==> src/rtl/spi_3wire_peripheral.sv <==
// Target end of the 3-wire half-duplex SPI link (sck idles high, data sampled on sck rise).
// Receives bytes from the controller, then optionally turns DIO around and streams response bytes.
module spi_3wire_peripheral #(
    parameter int         SYNC_STAGES  = 2,
    parameter bit         LSB_FIRST    = 1'b0,
    parameter logic [7:0] IDLE_TX_BYTE = 8'hFF
) (
    input  logic       clk,
    input  logic       reset,
    input  logic       sck,
    input  logic       cs_n,
    input  logic       dio_i,
    output logic       dio_o,
    output logic       dio_e,
    output logic       busy,
    output logic [7:0] rx_data,
    output logic       rx_valid,
    output logic       rx_first,
    input  logic [7:0] tx_data,
    input  logic       tx_valid,
    output logic       tx_ack,
    output logic       frame_end,
    output logic       frame_abort
);

    localparam int SYNC_N = (SYNC_STAGES < 2) ? 2 : SYNC_STAGES;

    typedef enum logic [1:0] {
        S_IDLE = 2'd0,
        S_RX   = 2'd1,
        S_TX   = 2'd2
    } state_t;

    state_t            state_r;
    logic [SYNC_N-1:0] sck_sync_r;
    logic [SYNC_N-1:0] cs_sync_r;
    logic [SYNC_N-1:0] dio_sync_r;
    logic              sck_prev_r;
    logic [2:0]        bit_cnt_r;
    logic [7:0]        byte_cnt_r;
    logic [7:0]        rx_shift_r;
    logic [7:0]        tx_shift_r;

    logic sck_s;
    logic cs_s;
    logic dio_s;
    logic sck_rise_s;
    logic sck_fall_s;

    // Wire-order helpers shared by the receive and transmit paths.
    function automatic logic first_bit(input logic [7:0] b);
        return LSB_FIRST ? b[0] : b[7];
    endfunction

    function automatic logic [7:0] shift_out(input logic [7:0] b);
        return LSB_FIRST ? {1'b0, b[7:1]} : {b[6:0], 1'b0};
    endfunction

    function automatic logic [7:0] shift_in(input logic [7:0] s, input logic d);
        return LSB_FIRST ? {d, s[7:1]} : {s[6:0], d};
    endfunction

    assign sck_s      = sck_sync_r[SYNC_N-1];
    assign cs_s       = cs_sync_r[SYNC_N-1];
    assign dio_s      = dio_sync_r[SYNC_N-1];
    assign sck_rise_s = sck_s & ~sck_prev_r;
    assign sck_fall_s = ~sck_s & sck_prev_r;
    assign busy       = ~cs_s;

    // Pad synchronizers plus the extra sck flop used for edge detection; reset to bus-idle levels.
    always_ff @(posedge clk) begin
        if (reset) begin
            sck_sync_r <= {SYNC_N{1'b1}};
            cs_sync_r  <= {SYNC_N{1'b1}};
            dio_sync_r <= {SYNC_N{1'b1}};
            sck_prev_r <= 1'b1;
        end else begin
            sck_sync_r <= {sck_sync_r[SYNC_N-2:0], sck};
            cs_sync_r  <= {cs_sync_r[SYNC_N-2:0], cs_n};
            dio_sync_r <= {dio_sync_r[SYNC_N-2:0], dio_i};
            sck_prev_r <= sck_s;
        end
    end

    // Frame FSM with all user-visible outputs registered; cs_n release takes priority over sck edges.
    always_ff @(posedge clk) begin
        if (reset) begin
            state_r     <= S_IDLE;
            bit_cnt_r   <= 3'd0;
            byte_cnt_r  <= 8'd0;
            rx_shift_r  <= 8'd0;
            tx_shift_r  <= 8'd0;
            dio_o       <= 1'b1;
            dio_e       <= 1'b0;
            rx_data     <= 8'd0;
            rx_valid    <= 1'b0;
            rx_first    <= 1'b0;
            tx_ack      <= 1'b0;
            frame_end   <= 1'b0;
            frame_abort <= 1'b0;
        end else begin
            rx_valid    <= 1'b0;
            rx_first    <= 1'b0;
            tx_ack      <= 1'b0;
            frame_end   <= 1'b0;
            frame_abort <= 1'b0;
            case (state_r)
                S_IDLE: begin
                    dio_e <= 1'b0;
                    dio_o <= 1'b1;
                    if (!cs_s) begin
                        bit_cnt_r  <= 3'd0;
                        byte_cnt_r <= 8'd0;
                        rx_shift_r <= 8'd0;
                        state_r    <= S_RX;
                    end
                end
                S_RX: begin
                    if (cs_s) begin
                        dio_e       <= 1'b0;
                        dio_o       <= 1'b1;
                        frame_end   <= (bit_cnt_r == 3'd0);
                        frame_abort <= (bit_cnt_r != 3'd0);
                        state_r     <= S_IDLE;
                    end else if (sck_rise_s) begin
                        rx_shift_r <= shift_in(rx_shift_r, dio_s);
                        if (bit_cnt_r == 3'd7) begin
                            rx_data    <= shift_in(rx_shift_r, dio_s);
                            rx_valid   <= 1'b1;
                            rx_first   <= (byte_cnt_r == 8'd0);
                            byte_cnt_r <= (byte_cnt_r == 8'hFF) ? byte_cnt_r : byte_cnt_r + 8'd1;
                            bit_cnt_r  <= 3'd0;
                        end else begin
                            bit_cnt_r <= bit_cnt_r + 3'd1;
                        end
                    end else if (sck_fall_s && (bit_cnt_r == 3'd0) && (byte_cnt_r != 8'd0) && tx_valid) begin
                        // Turnaround only when user logic already has a response ready at a byte boundary.
                        tx_shift_r <= shift_out(tx_data);
                        dio_o      <= first_bit(tx_data);
                        dio_e      <= 1'b1;
                        tx_ack     <= 1'b1;
                        state_r    <= S_TX;
                    end
                end
                S_TX: begin
                    if (cs_s) begin
                        dio_e       <= 1'b0;
                        dio_o       <= 1'b1;
                        frame_end   <= (bit_cnt_r == 3'd0);
                        frame_abort <= (bit_cnt_r != 3'd0);
                        state_r     <= S_IDLE;
                    end else if (sck_fall_s) begin
                        if (bit_cnt_r == 3'd0) begin
                            if (tx_valid) begin
                                tx_shift_r <= shift_out(tx_data);
                                dio_o      <= first_bit(tx_data);
                                tx_ack     <= 1'b1;
                            end else begin
                                tx_shift_r <= shift_out(IDLE_TX_BYTE);
                                dio_o      <= first_bit(IDLE_TX_BYTE);
                            end
                        end else begin
                            tx_shift_r <= shift_out(tx_shift_r);
                            dio_o      <= first_bit(tx_shift_r);
                        end
                    end else if (sck_rise_s) begin
                        bit_cnt_r <= bit_cnt_r + 3'd1;
                    end
                end
                default: begin
                    dio_e   <= 1'b0;
                    dio_o   <= 1'b1;
                    state_r <= S_IDLE;
                end
            endcase
        end
    end

endmodule

==> config.mk <==
export PLATFORM = sky130hd
export DESIGN_NAME = spi_3wire_peripheral
export DESIGN_NICKNAME = d
export VERILOG_FILES = /design/src/rtl/spi_3wire_peripheral.sv
export SDC_FILE = /design/constraint.sdc
export NUM_CORES = 1
export LEC_CHECK = 0
export ABC_CLOCK_PERIOD_IN_PS = 2410
export BUFFER_PORTS_ARGS = -buffer_cell sky130_fd_sc_hd__clkbuf_2
export CAP_MARGIN = 20
export CORE_AREA = 2 2 66 68
export CTS_CLUSTER_SIZE = 14
export DETAILED_ROUTE_END_ITERATION = 7
export DIE_AREA = 0 0 68 70
export GPL_ROUTABILITY_DRIVEN = 1
export PLACE_DENSITY = 0.8
export SYNTH_ARGS = -nofsm -noshare
export SYNTH_HDL_FRONTEND = slang
export SYNTH_SLANG_ARGS = --single-unit
==> constraint.sdc <==
create_clock -name clk -period 2.41 [get_ports clk]
set_input_delay 0.723 -clock clk [delete_from_list [all_inputs] [get_ports clk]]
set_output_delay 0.723 -clock clk [all_outputs]
set_load 0.1 [all_outputs]
* Word level (Yosys, flattened, before mapping)
Index checks and enable logic that the tools add are counted.
Operators by class: add/sub/neg operators 2, equality and inequality tests 19, muxes and demuxes 53, bitwise logic cells 9, reduce and logical (&&, ||, !) cells 23
Operators by type and width (count):
- 8-bit 2-to-1 mux | 12
- 8-bit case mux with 2 select lines | 2
- 2-bit != test, second input constant | 12
- 3-bit 2-to-1 mux | 7
- 1-bit 2-to-1 mux | 19
- 7-bit 2-to-1 mux | 2
- 7-bit case mux with 2 select lines | 1
- 4-bit AND reduction | 3
- 6-bit AND reduction | 2
- 2-bit 2-to-1 mux | 5
- 3-bit != test, second input constant | 3
- 3-bit case mux with 3 select lines | 1
- 8-bit by 1-bit adder with 8-bit output, second input constant | 1
- 8-bit == test, second input constant | 1
- 8-bit zero test | 1
- 8-bit nonzero test | 1
- 1-bit inverter | 7
- 7-bit AND reduction | 1
- 1-bit case mux with 2 select lines | 3
- 2-bit case mux with 3 select lines | 1
- 3-bit AND reduction | 2
- 3-bit nonzero test | 2
- 5-bit OR reduction | 1
- 2-bit nonzero test | 2
- 11 further kinds | 14
Word-level totals: bits in registers 50, input port bits 14, output and inout bits 16, word-level logic and storage cells 123

* Depth between registers and ports, before layout
depth after elaboration 9, mapped depth 7, gate-level depth less buffers 6

* Worst setup path before layout
No wires, ideal clock.
kind register to output, start point register cs_sync_r[1], end point output busy, arrival 1189 ps, required time 1687 ps, path slack 498 ps, stages on the path, launching flop included 3, path buffers 1, cells stage by stage dfxtp_1 > clkbuf_1 > inv_1
On the way: cells in the longest elaborated chain, start to end 1
RTL lines:
- start, declared | line 36 | logic [SYNC_N-1:0] cs_sync_r;
- start signal, assigned | line 74 | cs_sync_r <= {SYNC_N{1'b1}};
- start signal, assigned | line 79 | cs_sync_r <= {cs_sync_r[SYNC_N-2:0], cs_n};
- 1-bit inverter (no source line)
- end, declared | line 15 | output logic busy,
No other way between the ends.

* Worst setup path in the final report
start point register state_r[1], end point register byte_cnt_r[3]
On the way: cells in the longest elaborated chain, start to end 3, elaborated cells on any way between the ends 10, those cells by class eq/ne: 6; mux: 1; reduce/logical: 3
RTL lines:
- start, declared | line 34 | state_t state_r;
- start signal, assigned | line 88 | state_r <= S_IDLE;
- start signal, assigned | line 115 | state_r <= S_RX;
- start signal, assigned | line 124 | state_r <= S_IDLE;
- 2-bit by 1-bit == test with 1-bit output / 2-bit zero test (equally long branches) | line 107 | case (state_r)
- 2-bit != test (no source line) / 2-bit nonzero test (equally long branches)
- 6-bit AND reduction (no source line)
- end signal, assigned | line 131 | byte_cnt_r <= (byte_cnt_r == 8'hFF) ? byte_cnt_r : byte_cnt_r + 8'd1;
- end, declared | line 40 | logic [7:0] byte_cnt_r;
Parallel ways exist; a longest one is shown, timed or not. A chain may end at the register's enable or synchronous reset.

==> results.toml <==
[cts]
htree_levels = 2
cts_root_buffer = "clkbuf_8"
cts_buffers = 5
cts_resized = 0
clkTransAtPathRegs_ns = 0.09
insertion_delay_ns = 0.30
clock_sink_count = 49
clockBufferDepth = 2
postCtsSetupBuffers = 0
cts_tree = "yes"
cts-hold-fix-buffers = 0

[hold_path]
whs_endpoint = "cs_sync_r[1]$_SDFF_PP1_"
holdPathStages = 1
hold_path.class = "reg -> reg"
min_from = "cs_sync_r[0]$_SDFF_PP1_"

[power]
cellLeakagePower_nw = 1.002
irDropWorstVdd_mv = 0.4136
p_total_w = 0.001598
powerDensity_nw_per_um2 = 626.8

[final_layout]
num_antenna_cells = 0
fillers = 381
nets = 288
layout_commonest_cell = "dfxtp_1"
syn_to_final_growth_pct = 15.60
layout_common_cells = "dfxtp_1 (49), clkbuf_2 (29), a21oi_1 (19), nand2_1 (15), nor2_1 (14)"
drive_gt1_share_pct = 21.43

[timing]
rsz0062_at_grt = "false"
finalSetupViolations = 0
fin_crit_ns = 2.106
fmax_mhz = 474.8
hold_violations = 0
min_period_over_period_pct = 87.40
tns_ns = 0
worst_slew_pin_slew_ns = 0.5429
drv_slew = 0
fin_skew_ns = 0.006110
relSlewSlack_pct = 63.96

[floorplan]
coreArea_um2 = 4144
fp-row-count = 24
io_pins = 30
die_w_um = 68
start_util_pct = 53.23
die_area_um2 = 4760
die_h_um = 70

[routing]
viasPerCell = 5.714
num_vias = 1817
first_pass_iters = 4
drcViolationCount = 0
routed_wl_mm = 4.417
wire_per_inst_um = 13.89
drt-initial-drc-count = 137
ant_nets = 0

[global_route]
grt_usage_pct = 20.04
antenna_found_initial = 0
grt_max_degree = 25
grt-ovfl-total = 0
grt_pass1_vias = 1664
grt_pass1_wl_mm = 7.452

[logic_synthesis]
netlist_area_um2 = 2206
async_reset_ff_share_pct = 0
ys_seq_elements = 49
ys_types = 50
synth_area_per_cell_um2 = 9.427
synth_cells = 234
ys.flop_type = "dfxtp_1"
syn_nets = 257
yosysWarningCount = 0
synth_edf_count = 0
ys_seq_area_share_pct = 44.47

[critical_path]
slowest_delay_ns = 0.52
arrival_ns = 2.35
r2r_slack_ns = 0.30
cp-start-kind = "flop"
crit_slowest_cell = "or4_1"
reg2regPathDepth = 6
r2r-end = "byte_cnt_r[3]$_SDFFE_PP0P_"
r2r_start = "state_r[1]$_SDFFE_PP0P_"
required_ns = 2.65
cp_cell_sequence = "inv_1 > ha_1 > nand4b_2 > a21o_1 > or4_1 > a21boi_1"
end_kind = "flop"
critPathKind = "reg -> reg"
cp_max_fo = 13

[placed_design]
port_buffers = 29
hpwl_mm = 3.116
place_congestion = 0.8657

[status]
outcome = "finished, final reports clean"

[job]
maxCapViolCount = 0
-- Yosys cell counts (2+ instances only) --
| cell | instances | area share [%] |
|---|---|---|
| a211o_1 | 3 | 1.2 |
| a21o_1 | 2 | 0.68 |
| a21oi_1 | 19 | 4.3 |
| a22o_1 | 6 | 2.4 |
| and2_1 | 2 | 0.57 |
| and4_1 | 2 | 0.79 |
| clkbuf_1 | 10 | 1.7 |
| dfxtp_1 | 49 | 44 |
| ha_1 | 9 | 5.1 |
| inv_1 | 9 | 1.5 |
| mux2i_1 | 10 | 4.5 |
| nand2_1 | 15 | 2.6 |
| nand2b_1 | 6 | 1.7 |
| nand3_1 | 11 | 2.5 |
| nand3b_1 | 3 | 1.0 |
| nand4_1 | 5 | 1.4 |
| nor2_1 | 14 | 2.4 |
| nor2b_1 | 3 | 0.85 |
| nor3_1 | 4 | 0.91 |
| nor4_1 | 2 | 0.57 |
| o2111ai_1 | 2 | 0.79 |
| o21a_1 | 2 | 0.68 |
| o21ai_0 | 3 | 0.68 |
| o221a_2 | 2 | 1.0 |
| o22a_1 | 6 | 2.4 |
| o22ai_1 | 2 | 0.57 |
| o31a_1 | 2 | 0.79 |
| o31ai_1 | 2 | 0.68 |
| or2_2 | 7 | 2.0 |
| or3_1 | 2 | 0.57 |
-- final cells by class --
class | instances | area [um^2] | area share [%]
Multi-Input combinational cell | 166 | 1154 | 45.24
Sequential cell | 49 | 980.9 | 38.47
Timing Repair Buffer | 34 | 182.7 | 7.164
Clock buffer | 5 | 68.82 | 2.699
Clock inverter | 3 | 65.06 | 2.552
Tap cell | 52 | 65.06 | 2.552
Inverter | 9 | 33.78 | 1.325
-- worst max-delay path: cells and delay by family, from the launching register on --
kind	cells	cell delay, ns
adders and majority gates	1	0.45
AOI/OAI and AO/OA	2	0.43
buffers and inverters	1	0.09
DFF	1	0.34
and+or+nand+nor	2	0.73
-- worst max-delay path by stage --
stage                            endpoint  slack (ns)  depth (start not counted)                    start
3_3_place_gp   byte_cnt_r[3]$_SDFFE_PP0P_        0.40                          6  state_r[1]$_SDFFE_PP0P_
6_report       byte_cnt_r[3]$_SDFFE_PP0P_        0.30                          6  state_r[1]$_SDFFE_PP0P_
3_5_place_dp   byte_cnt_r[3]$_SDFFE_PP0P_        0.33                          6  state_r[1]$_SDFFE_PP0P_
2_1_floorplan                        busy        0.50                          2  cs_sync_r[1]$_SDFF_PP1_
4_1_cts        byte_cnt_r[3]$_SDFFE_PP0P_        0.30                          6  state_r[1]$_SDFFE_PP0P_
5_1_grt        rx_shift_r[5]$_SDFFE_PP0P_        0.12                          7  state_r[1]$_SDFFE_PP0P_
-- stage by stage --
| stage | worst slack, ns | cells | hold slack [ns] | util (%) | instance area (um^2) |
|---|---|---|---|---|---|
| final | 0.3037 | 318 | 0.4146 | 61.53 | 2550 |
| after global routing | 0.1208 | 318 | 0.4359 | 61.53 | 2550 |
| after CTS | 0.3009 | 318 | 0.4189 | 61.53 | 2550 |
| after detailed placement | 0.3278 | 310 | 0.3967 | 58.30 | 2416 |
| after global placement | 0.4011 | 310 | 0.3923 | 58.30 | 2416 |
| after floorplan | 0.4982 | 234 | 0.3895 | - | 2206 |
-- layer usage --
layer | global-route usage (%) | wire [um]
met1 | 26.61 | 2147
met3 | 5.475 | 195
met5 | 0 | 0
met2 | 31.50 | 2023
met4 | 5.778 | 51
-- sequential cells by signal, summed over array words and instances (netlist names) --
signal       cells
rx_first         1
bit_cnt_r        3
dio_o            1
tx_shift_r       7
cs_sync_r        2
sck_sync_r       2
state_r          2
frame_abort      1
sck_prev_r       1
rx_shift_r       7
rx_valid         1
dio_e            1
dio_sync_r       2
frame_end        1
tx_ack           1
rx_data          8
byte_cnt_r       8
-- where the power goes --
part / internal [W] / total (W) / switching, W
Sequential: 0.000817 / 0.000821 / 0.00000441
Clock: 0.000412 / 0.000677 / 0.000265
Combinational: 0.0000371 / 0.0000999 / 0.0000628
Total: 0.00127 / 0.00160 / 0.000333
-- logic make-up after synthesis --
| family | share of synthesized area (%) |
|---|---|
| adders and majority gates | 5.105 |
| and+or+nand+nor | 22.06 |
| buffers and inverters | 3.233 |
| DFF | 44.47 |
| muxes | 4.538 |
| AOI/OAI and AO/OA | 20.59 |
(Power assumes the default switching activity.)
